==> src/rtl/spi_tx_sched_if.sv <==
// Request/grant and sequencer handshake bundle for spi_tx_sched.
// master = the scheduler, slave = requesters plus the CS sequencer.
interface spi_tx_sched_if #(
  parameter int unsigned NREQ   = 4,
  parameter int unsigned SPI0_2 = 32
);
  logic [NREQ-1:0]        req;
  logic [NREQ*SPI0_2-1:0] req_csh;
  logic [NREQ-1:0]        gnt;
  logic [NREQ-1:0]        done;
  logic                   err;
  logic                   busy;
  logic [SPI0_2-1:0]      del_csh;
  logic                   tx_valid;
  logic                   tx_idle;

  modport master (
    input  req, req_csh, tx_idle,
    output gnt, done, err, busy, del_csh, tx_valid
  );

  modport slave (
    output req, req_csh, tx_idle,
    input  gnt, done, err, busy, del_csh, tx_valid
  );
endinterface

==> src/rtl/spi_tx_sched.sv <==
// Round-robin scheduler sharing one SPI TX CS sequencer between NREQ requesters,
// with a watchdog on the start/run phases. All outputs are registered.
module spi_tx_sched #(
  parameter int unsigned NREQ   = 4,
  parameter int unsigned SPI0_2 = 32,
  parameter int unsigned TMO_W  = 16
) (
  input  logic          clk,
  input  logic          rst_n,
  spi_tx_sched_if.master bus
);
  localparam int unsigned PW = (NREQ > 1) ? $clog2(NREQ) : 1;

  typedef enum logic [2:0] {S_WAIT, S_ARB, S_START, S_RUN, S_DONE} state_e;

  state_e            state_q, state_d;
  logic [NREQ-1:0]   gnt_q, gnt_d, done_q, done_d;
  logic              err_q, err_d, busy_q, busy_d, txv_q, txv_d;
  logic [SPI0_2-1:0] del_q, del_d;
  logic [PW-1:0]     rr_q, rr_d, win_q, win_d;
  logic [TMO_W-1:0]  wd_q, wd_d, wd_inc;
  logic [PW-1:0]     pick, cand;
  logic              pick_vld;
  int unsigned       idx;

  // Scan rr_q, rr_q+1, ... mod NREQ; first pending request wins.
  always_comb begin
    pick     = '0;
    pick_vld = 1'b0;
    idx      = 0;
    cand     = '0;
    for (int unsigned i = 0; i < NREQ; i++) begin
      idx  = (32'(rr_q) + i) % NREQ;
      cand = PW'(idx);
      if (!pick_vld && bus.req[cand]) begin
        pick     = cand;
        pick_vld = 1'b1;
      end
    end
  end

  always_comb begin
    state_d = state_q;
    gnt_d   = gnt_q;
    done_d  = '0;
    err_d   = 1'b0;
    txv_d   = txv_q;
    del_d   = del_q;
    rr_d    = rr_q;
    win_d   = win_q;
    wd_d    = wd_q;
    wd_inc  = wd_q + 1'b1;

    case (state_q)
      S_WAIT: begin
        if (bus.tx_idle) state_d = S_ARB;
      end
      S_ARB: begin
        if (bus.tx_idle && pick_vld) begin
          state_d     = S_START;
          gnt_d       = '0;
          gnt_d[pick] = 1'b1;
          del_d       = bus.req_csh[32'(pick)*SPI0_2 +: SPI0_2];
          txv_d       = 1'b1;
          win_d       = pick;
          wd_d        = '0;
        end
      end
      S_START, S_RUN: begin
        // Sequencer handshake takes priority over a coincident watchdog expiry.
        wd_d = wd_inc;
        if (state_q == S_START && !bus.tx_idle) begin
          state_d = S_RUN;
          txv_d   = 1'b0;
          wd_d    = '0;
        end else if (state_q == S_RUN && bus.tx_idle) begin
          state_d = S_DONE;
          done_d  = gnt_q;
        end else if (wd_inc == '1) begin
          state_d = S_WAIT;
          err_d   = 1'b1;
          gnt_d   = '0;
          del_d   = '0;
          txv_d   = 1'b0;
        end
      end
      S_DONE: begin
        state_d = S_ARB;
        gnt_d   = '0;
        del_d   = '0;
        rr_d    = (win_q == PW'(NREQ-1)) ? '0 : win_q + 1'b1;
      end
      default: state_d = S_WAIT;
    endcase

    busy_d = (state_d != S_ARB);
  end

  always_ff @(posedge clk or negedge rst_n) begin
    if (!rst_n) begin
      state_q <= S_WAIT;
      gnt_q   <= '0;
      done_q  <= '0;
      err_q   <= 1'b0;
      busy_q  <= 1'b1;
      txv_q   <= 1'b0;
      del_q   <= '0;
      rr_q    <= '0;
      win_q   <= '0;
      wd_q    <= '0;
    end else begin
      state_q <= state_d;
      gnt_q   <= gnt_d;
      done_q  <= done_d;
      err_q   <= err_d;
      busy_q  <= busy_d;
      txv_q   <= txv_d;
      del_q   <= del_d;
      rr_q    <= rr_d;
      win_q   <= win_d;
      wd_q    <= wd_d;
    end
  end

  assign bus.gnt      = gnt_q;
  assign bus.done     = done_q;
  assign bus.err      = err_q;
  assign bus.busy     = busy_q;
  assign bus.del_csh  = del_q;
  assign bus.tx_valid = txv_q;
endmodule

==> src/flat_wrapper.sv <==
// flat-port wrapper written by rule: the top's interface ports become plain ports
module spi_tx_sched_flat 
#(
  parameter int unsigned NREQ   = 4,
  parameter int unsigned SPI0_2 = 32,
  parameter int unsigned TMO_W  = 16
)
  (clk, rst_n, bus_req, bus_req_csh, bus_tx_idle, bus_gnt, bus_done, bus_err, bus_busy, bus_del_csh, bus_tx_valid);
  spi_tx_sched_if #(.NREQ(NREQ), .SPI0_2(SPI0_2)) bus_i ();
  input  logic clk;
  input  logic rst_n;
  input wire logic [$bits(bus_i.req)-1:0] bus_req;
  input wire logic [$bits(bus_i.req_csh)-1:0] bus_req_csh;
  input wire logic [$bits(bus_i.tx_idle)-1:0] bus_tx_idle;
  output wire logic [$bits(bus_i.gnt)-1:0] bus_gnt;
  output wire logic [$bits(bus_i.done)-1:0] bus_done;
  output wire logic [$bits(bus_i.err)-1:0] bus_err;
  output wire logic [$bits(bus_i.busy)-1:0] bus_busy;
  output wire logic [$bits(bus_i.del_csh)-1:0] bus_del_csh;
  output wire logic [$bits(bus_i.tx_valid)-1:0] bus_tx_valid;
  assign bus_i.req = bus_req;
  assign bus_i.req_csh = bus_req_csh;
  assign bus_i.tx_idle = bus_tx_idle;
  assign bus_gnt = bus_i.gnt;
  assign bus_done = bus_i.done;
  assign bus_err = bus_i.err;
  assign bus_busy = bus_i.busy;
  assign bus_del_csh = bus_i.del_csh;
  assign bus_tx_valid = bus_i.tx_valid;
  spi_tx_sched #(.NREQ(NREQ), .SPI0_2(SPI0_2), .TMO_W(TMO_W)) u_core (.clk(clk), .rst_n(rst_n), .bus(bus_i));
endmodule
==> config.mk <==
export PLATFORM = sky130hd
export DESIGN_NAME = spi_tx_sched_flat
export DESIGN_NICKNAME = d
export VERILOG_FILES = /design/src/rtl/spi_tx_sched_if.sv /design/src/rtl/spi_tx_sched.sv /design/src/flat_wrapper.sv
export SDC_FILE = /design/constraint.sdc
export NUM_CORES = 1
export LEC_CHECK = 0
export BUFFER_PORTS_ARGS = -buffer_cell sky130_fd_sc_hd__buf_2
export CAP_MARGIN = 20
export CORE_ASPECT_RATIO = 0.5
export CORE_MARGIN = 3
export CORE_UTILIZATION = 40
export CTS_BUF_LIST = sky130_fd_sc_hd__clkbuf_16
export CTS_CLUSTER_SIZE = 14
export DETAILED_ROUTE_END_ITERATION = 16
export PLACE_DENSITY_LB_ADDON = 0.05
export SLEW_MARGIN = 20
export SYNTH_ARGS = -nofsm -noshare
export SYNTH_HDL_FRONTEND = slang
export SYNTH_SLANG_ARGS = --single-unit
==> constraint.sdc <==
create_clock -name clk -period 6.8 [get_ports clk]
set_input_delay 1.02 -clock clk [delete_from_list [all_inputs] [get_ports clk]]
set_output_delay 1.02 -clock clk [all_outputs]
set_load 0.02 [all_outputs]
Word level (Yosys, flattened, before mapping)
Cells that the tools add are included.
{"block": "op_classes", "add_sub_neg": 5, "order_cmp": 6, "eq_ne": 13, "n_shift": 1, "muxes": 50, "reduce_logical": 19}
{"operator": "32-bit 2-to-1 mux", "count": 4}
{"operator": "128-bit by 8-bit variable part select with 32-bit output", "count": 1}
{"operator": "32-bit case mux with 3 select lines", "count": 1}
{"operator": "16-bit 2-to-1 mux", "count": 2}
{"operator": "16-bit case mux with 2 select lines", "count": 1}
{"operator": "4-bit 2-to-1 mux", "count": 7}
{"operator": "1-bit 2-to-1 mux", "count": 17}
{"operator": "16-bit by 1-bit adder with 16-bit output (second input constant)", "count": 1}
{"operator": "16-bit == test (second input constant)", "count": 1}
{"operator": "2-bit by 3-bit < comparator with 1-bit output (second input constant)", "count": 5}
{"operator": "3-bit 2-to-1 mux", "count": 5}
{"operator": "3-bit case mux with 4 select lines", "count": 1}
{"operator": "4-bit case mux with 3 select lines", "count": 1}
{"operator": "2-bit 2-to-1 mux", "count": 5}
{"operator": "1-bit binary-select mux with 2-bit select", "count": 4}
{"operator": "1-bit logical AND", "count": 7}
{"operator": "3-bit by 2-bit == test with 1-bit output (second input constant)", "count": 2}
{"operator": "3-bit by 1-bit inequality test with 1-bit output (second input constant)", "count": 2}
{"operator": "5-bit AND reduction", "count": 1}
{"operator": "2-bit by 1-bit adder with 2-bit output (second input constant)", "count": 2}
{"operator": "2-bit adder (second input constant)", "count": 2}
{"operator": "1-bit zero test", "count": 4}
{"operator": "2-bit by 1-bit inequality test with 1-bit output (second input constant)", "count": 2}
{"operator": "2-bit inequality test (second input constant)", "count": 2}
{"operator": "13 further kinds", "count": 14}
{"block": "totals", "reg_bits": 66, "input_bits": 135, "wordCells": 104}

Longest topological paths before layout
{"block": "depth", "depth_word": 18, "ltp_mapped": 10}

Worst setup path after synthesis
Ideal clock, no wire load.
{"block": "synth_path", "kind": "in2reg", "from": "input port bus_req[1]", "to": "register u_core.wd_q[5]", "setup_time_ns": 0.110, "arrival_time_ns": 2.476, "setup_slack_ns": 4.214, "path_stages": 7, "n_path_buf": 1, "cell_sequence": "or4_1 nand3_1 nor2_1 o21ai_1 clkbuf_1 o21ai_1 o41ai_1"}
{"block": "synth_via", "elab_chain_len": 15}
{"element": "from (decl)", "line_no": "flat_wrapper.sv:12", "rtl": "input wire logic [$bits(bus_i.req)-1:0] bus_req;"}
{"element": "1-bit binary-select mux with 2-bit select", "line_no": "spi_tx_sched.sv:35", "rtl": "if (!pick_vld && bus.req[cand]) begin"}
{"element": "1-bit 2-to-1 mux (implied by the code)", "line_no": "spi_tx_sched.sv:35"}
{"element": "1-bit 2-to-1 mux", "line_no": "spi_tx_sched.sv:35"}
{"element": "1-bit zero test", "line_no": "spi_tx_sched.sv:35"}
{"element": "1-bit logical AND", "line_no": "spi_tx_sched.sv:35"}
{"element": "1-bit 2-to-1 mux", "line_no": "spi_tx_sched.sv:35"}
{"element": "1-bit zero test", "line_no": "spi_tx_sched.sv:35"}
{"element": "1-bit logical AND", "line_no": "spi_tx_sched.sv:35"}
{"element": "1-bit 2-to-1 mux", "line_no": "spi_tx_sched.sv:35"}
{"element": "1-bit zero test", "line_no": "spi_tx_sched.sv:35"}
{"element": "1-bit logical AND", "line_no": "spi_tx_sched.sv:35"}
{"element": "1-bit 2-to-1 mux *", "line_no": "spi_tx_sched.sv:35"}
{"element": "1-bit logical AND *", "line_no": "spi_tx_sched.sv:59", "rtl": "if (bus.tx_idle && pick_vld) begin"}
{"element": "2-bit by 1-bit inequality test with 1-bit output (no source line) *"}
{"element": "2-bit AND reduction (no source line) *"}
{"element": "to (signal assigned)", "line_no": "spi_tx_sched.sv:121", "rtl": "wd_q <= wd_d;"}
{"element": "to (decl)", "line_no": "spi_tx_sched.sv:21", "rtl": "logic [TMO_W-1:0] wd_q, wd_d, wd_inc;"}
Every way passes the cells marked *; elsewhere a longest branch is shown, timed or not. The select of a mux whose other input is x is not followed.
A chain may end at the register's enable or synchronous reset.

Worst setup path after layout
{"block": "layout_path", "from": "register u_core.wd_q[0]", "to": "register u_core.gnt_q[2] (netlist: u_core.bus.gnt[2])"}
{"block": "layout_via", "elab_chain_len": 4}
{"element": "16-bit by 1-bit adder with 16-bit output", "line_no": "spi_tx_sched.sv:52", "rtl": "wd_inc = wd_q + 1'b1;"}
{"element": "16-bit == test", "line_no": "spi_tx_sched.sv:79", "rtl": "end else if (wd_inc == '1) begin"}
{"element": "2-bit by 1-bit inequality test with 1-bit output (no source line)"}
{"element": "5-bit AND reduction (no source line)"}
{"element": "to (signal assigned)", "line_no": "spi_tx_sched.sv:113", "rtl": "gnt_q <= gnt_d;"}
{"element": "to (decl)", "line_no": "spi_tx_sched.sv:17", "rtl": "logic [NREQ-1:0] gnt_q, gnt_d, done_q, done_d;"}
Every way passes these cells.

==> impl_metrics.ini <==
[yosys]
synth-edff-count = 0
ys_types = 54
syn-cell-area_mm2 = 0.00370
synth-seq-area-share_pct = 44.7
ys_ff_latch = 66
async_flop_share_pct = 100
synth_ff_type = dfrtp_1
syn_area_per_cell_um2 = 9.31
synth_cells = 397
synth_nets = 535
yosys_warnings = 0

[floorplanning]
rows = 24
die-area_mm2 = 0.0105
io_pins = 178
die_height_um = 74.0
core-area_mm2 = 0.00886
start_util_pct = 41.7
die_w_um = 142

[cells_and_area]
antennaDiodeCount = 0
area_growth_pct = 32.1
layout-drive-gt1-share_pct = 36.3
final_util_pct = 55.1
n_fill_cell = 863
design_area_mm2 = 0.00488
nets = 697

[placement]
io_buffer_count = 177
dp_slack_ns = 3.49
gp_congestion = 0.897
place_area_mm2 = 0.00463
place_hpwl_um = 8320

[clock_network]
cts_tree = done
htree_levels = 3
cts_buffers = 9
clockRootBuffer = clkbuf_16
cts.sinks = 66
clk_latency_ns = 0.33
cts_hold_buffers = 0
clk_pin_slew_ns = 0.05
ctsResizeCount = 0
cts_buffer_depth = 2
post_cts_buffers = 0

[drt]
totalWireLength_um = 11600
antenna_left = 0
first_iter_violations = 413
drc = 0
drtPass1Iterations = 9
vias = 3781
vias_per_cell = 5.55
route.detailed.wl_per_inst_um = 17.0

[setup_path]
start_kind = flip-flop
cp_slowest_cell = o31ai_4
arrival_ns = 3.23
slowest_delay_ns = 0.50
crit_path_end_kind = flip-flop
path_cells = ha_1 > nand3_4 > nor4_4 > xnor2_1 > a211oi_2 > and4bb_1 > o31ai_4 > buf_4 > a22o_1
critPathRequiredTime_ns = 7.06
path_class = reg2reg
crit_fanout = 24

[power_and_ir_drop]
power_uw = 1720
power_density_mw_per_mm2 = 353
ir_drop_mv = 0.156
p_leak_uw = 0.00264

[timing]
fin_crit_sh_pct = 43.6
fin_ws_ns = 3.84
grt_setup_unrepaired = false
max_freq_ghz = 0.337
maxSlewViolCount = 0
period_minus_slack_ns = 2.96
finClkSkew_ns = 0.00418
finalHoldViolCount = 0
final.setup.tns_ns = 0
tightest_slew_ns = 1.05
relSlewSlack_pct = 29.7
setup_viol = 0

[hold_path]
holdCritPathClass = reg2reg

[global_route]
grt_max_degree = 67
grt_first_pass_wirelength_um = 18000
grt-ovfl-total = 0
antenna_found_initial = 0
grt_usage_pct = 21.8
first_global_vias = 3528

[status]
status = complete, no violations

[job]
drv_cap = 0
==> metrics by stage <==
| stage | hold slack [ns] | instances |
|---|---|---|
| floorplan | 0.450 | 397 |
| global placement | 0.454 | 665 |
| detailed placement | 0.460 | 665 |
| CTS | 0.472 | 681 |
| global route | 0.481 | 681 |
| finish | 0.468 | 681 |
==> area by class of cell <==
cell class                 count  area [um^2]  share of cell area [%]
multi-input combinational    292         1880                    38.5
tap                          117          146                    3.00
timing repair buffer         182          923                    18.9
clock buffer                   9          225                    4.61
inverter                       8         30.0                   0.615
clock inverter                 7         27.5                   0.564
sequential                    66         1650                    33.8
==> synth_stat cells (2+ instances only) <==
cell | count | area (um^2)
a21boi_0 | 2 | 15.0
ha_1 | 3 | 37.5
o22a_1 | 2 | 17.5
nand4_1 | 8 | 50.1
a31oi_1 | 5 | 31.3
buf_6 | 3 | 33.8
nor2_1 | 16 | 60.1
o21ai_1 | 7 | 35.0
xnor2_1 | 3 | 26.3
o31ai_1 | 4 | 30.0
o21ai_0 | 26 | 130
xor2_1 | 2 | 17.5
clkbuf_1 | 25 | 93.8
and2_1 | 7 | 43.8
nor3_1 | 4 | 20.0
nand3_1 | 4 | 20.0
a22o_1 | 4 | 35.0
nor2b_1 | 2 | 12.5
a21oi_1 | 42 | 210
buf_2 | 2 | 10.0
nor4_1 | 2 | 12.5
and3_1 | 2 | 12.5
nand2b_1 | 2 | 12.5
inv_1 | 8 | 30.0
a21o_1 | 33 | 248
dfrtp_1 | 65 | 1630
nand2_1 | 56 | 210
a222oi_1 | 32 | 320
==> where the power goes <==
part           switching, uW  internal [uW]  total, uW  leakage, uW
Sequential              92.3            503        595     0.000874
Clock                    159            238        397     0.000143
Combinational            455            275        730      0.00163
==> path summary, 6_finish.rpt <==
path                       slack, ns  cells after the start                    from                endpoint
min in group asynchronous       0.87                      2                   rst_n  u_core.bus.del_csh[13]
min reg2reg                     0.47                      1  u_core.bus.del_csh[26]  u_core.bus.del_csh[26]
max                             3.84                      9          u_core.wd_q[0]       u_core.bus.gnt[2]
max in group asynchronous       5.38                      2                   rst_n         u_core.wd_q[14]
min                             0.47                      1  u_core.bus.del_csh[26]  u_core.bus.del_csh[26]
max reg2reg                     3.84                      9          u_core.wd_q[0]       u_core.bus.gnt[2]
==> worst max-delay path: cells and delay by family (launching register included) <==
kind	cells	cell delay, ns
simple gates	3	0.79
compound gates	3	0.75
xor+xnor	1	0.19
fa+ha+maj	1	0.33
buf+inv	1	0.39
flops	1	0.45
==> sequential cells by signal (all words and copies together), names as in the netlist <==
signal               count
u_core.bus.busy          1
u_core.bus.gnt           4
u_core.bus.err           1
u_core.wd_q             16
u_core.bus.tx_valid      1
u_core.bus.done          4
u_core.state_q           3
u_core.rr_q              2
u_core.bus.del_csh      32
u_core.win_q             2
==> cell families after synthesis <==
logic type / Yosys count / share of synthesized area [%]
compound gates: 168 / 32.1
simple gates: 114 / 15.8
flops: 66 / 44.7
buf+inv: 39 / 4.64
xor+xnor: 5 / 1.18
fa+ha+maj: 4 / 1.32
mux: 1 / 0.305
==> placed cells by master, fill, tap and decap left out, types with 3 or more instances in the layout <==
cell type | synthesis | final
nor2_1 | 16 | 15
buf_2 | 2 | 177
inv_1 | 8 | 13
nand3_1 | 4 | 4
nor3_1 | 4 | 4
buf_4 | 0 | 5
o31ai_1 | 4 | 4
a22o_1 | 4 | 4
o21ai_1 | 7 | 6
nand2_1 | 56 | 56
o21ai_0 | 26 | 26
dfrtp_1 | 65 | 65
and2_1 | 7 | 7
a21oi_1 | 42 | 42
ha_1 | 3 | 3
a21o_1 | 33 | 33
nand4_1 | 8 | 8
xnor2_1 | 3 | 3
clkbuf_16 | 0 | 9
a31oi_1 | 5 | 5
a222oi_1 | 32 | 32
==> routing by layer <==
metal  track usage [%]  vias to the layer above  wire length (um)  part of all wire [%]
met2              35.6                      142              5590                    48
li1                  -                     1840                 -                     -
met1              29.5                     1787              5090                    44
met4              6.38                        0               109                  0.94
met5                 0                        -                 0                     0
met3              5.14                       12               810                   7.0
Power figures use the tool's default switching activity.
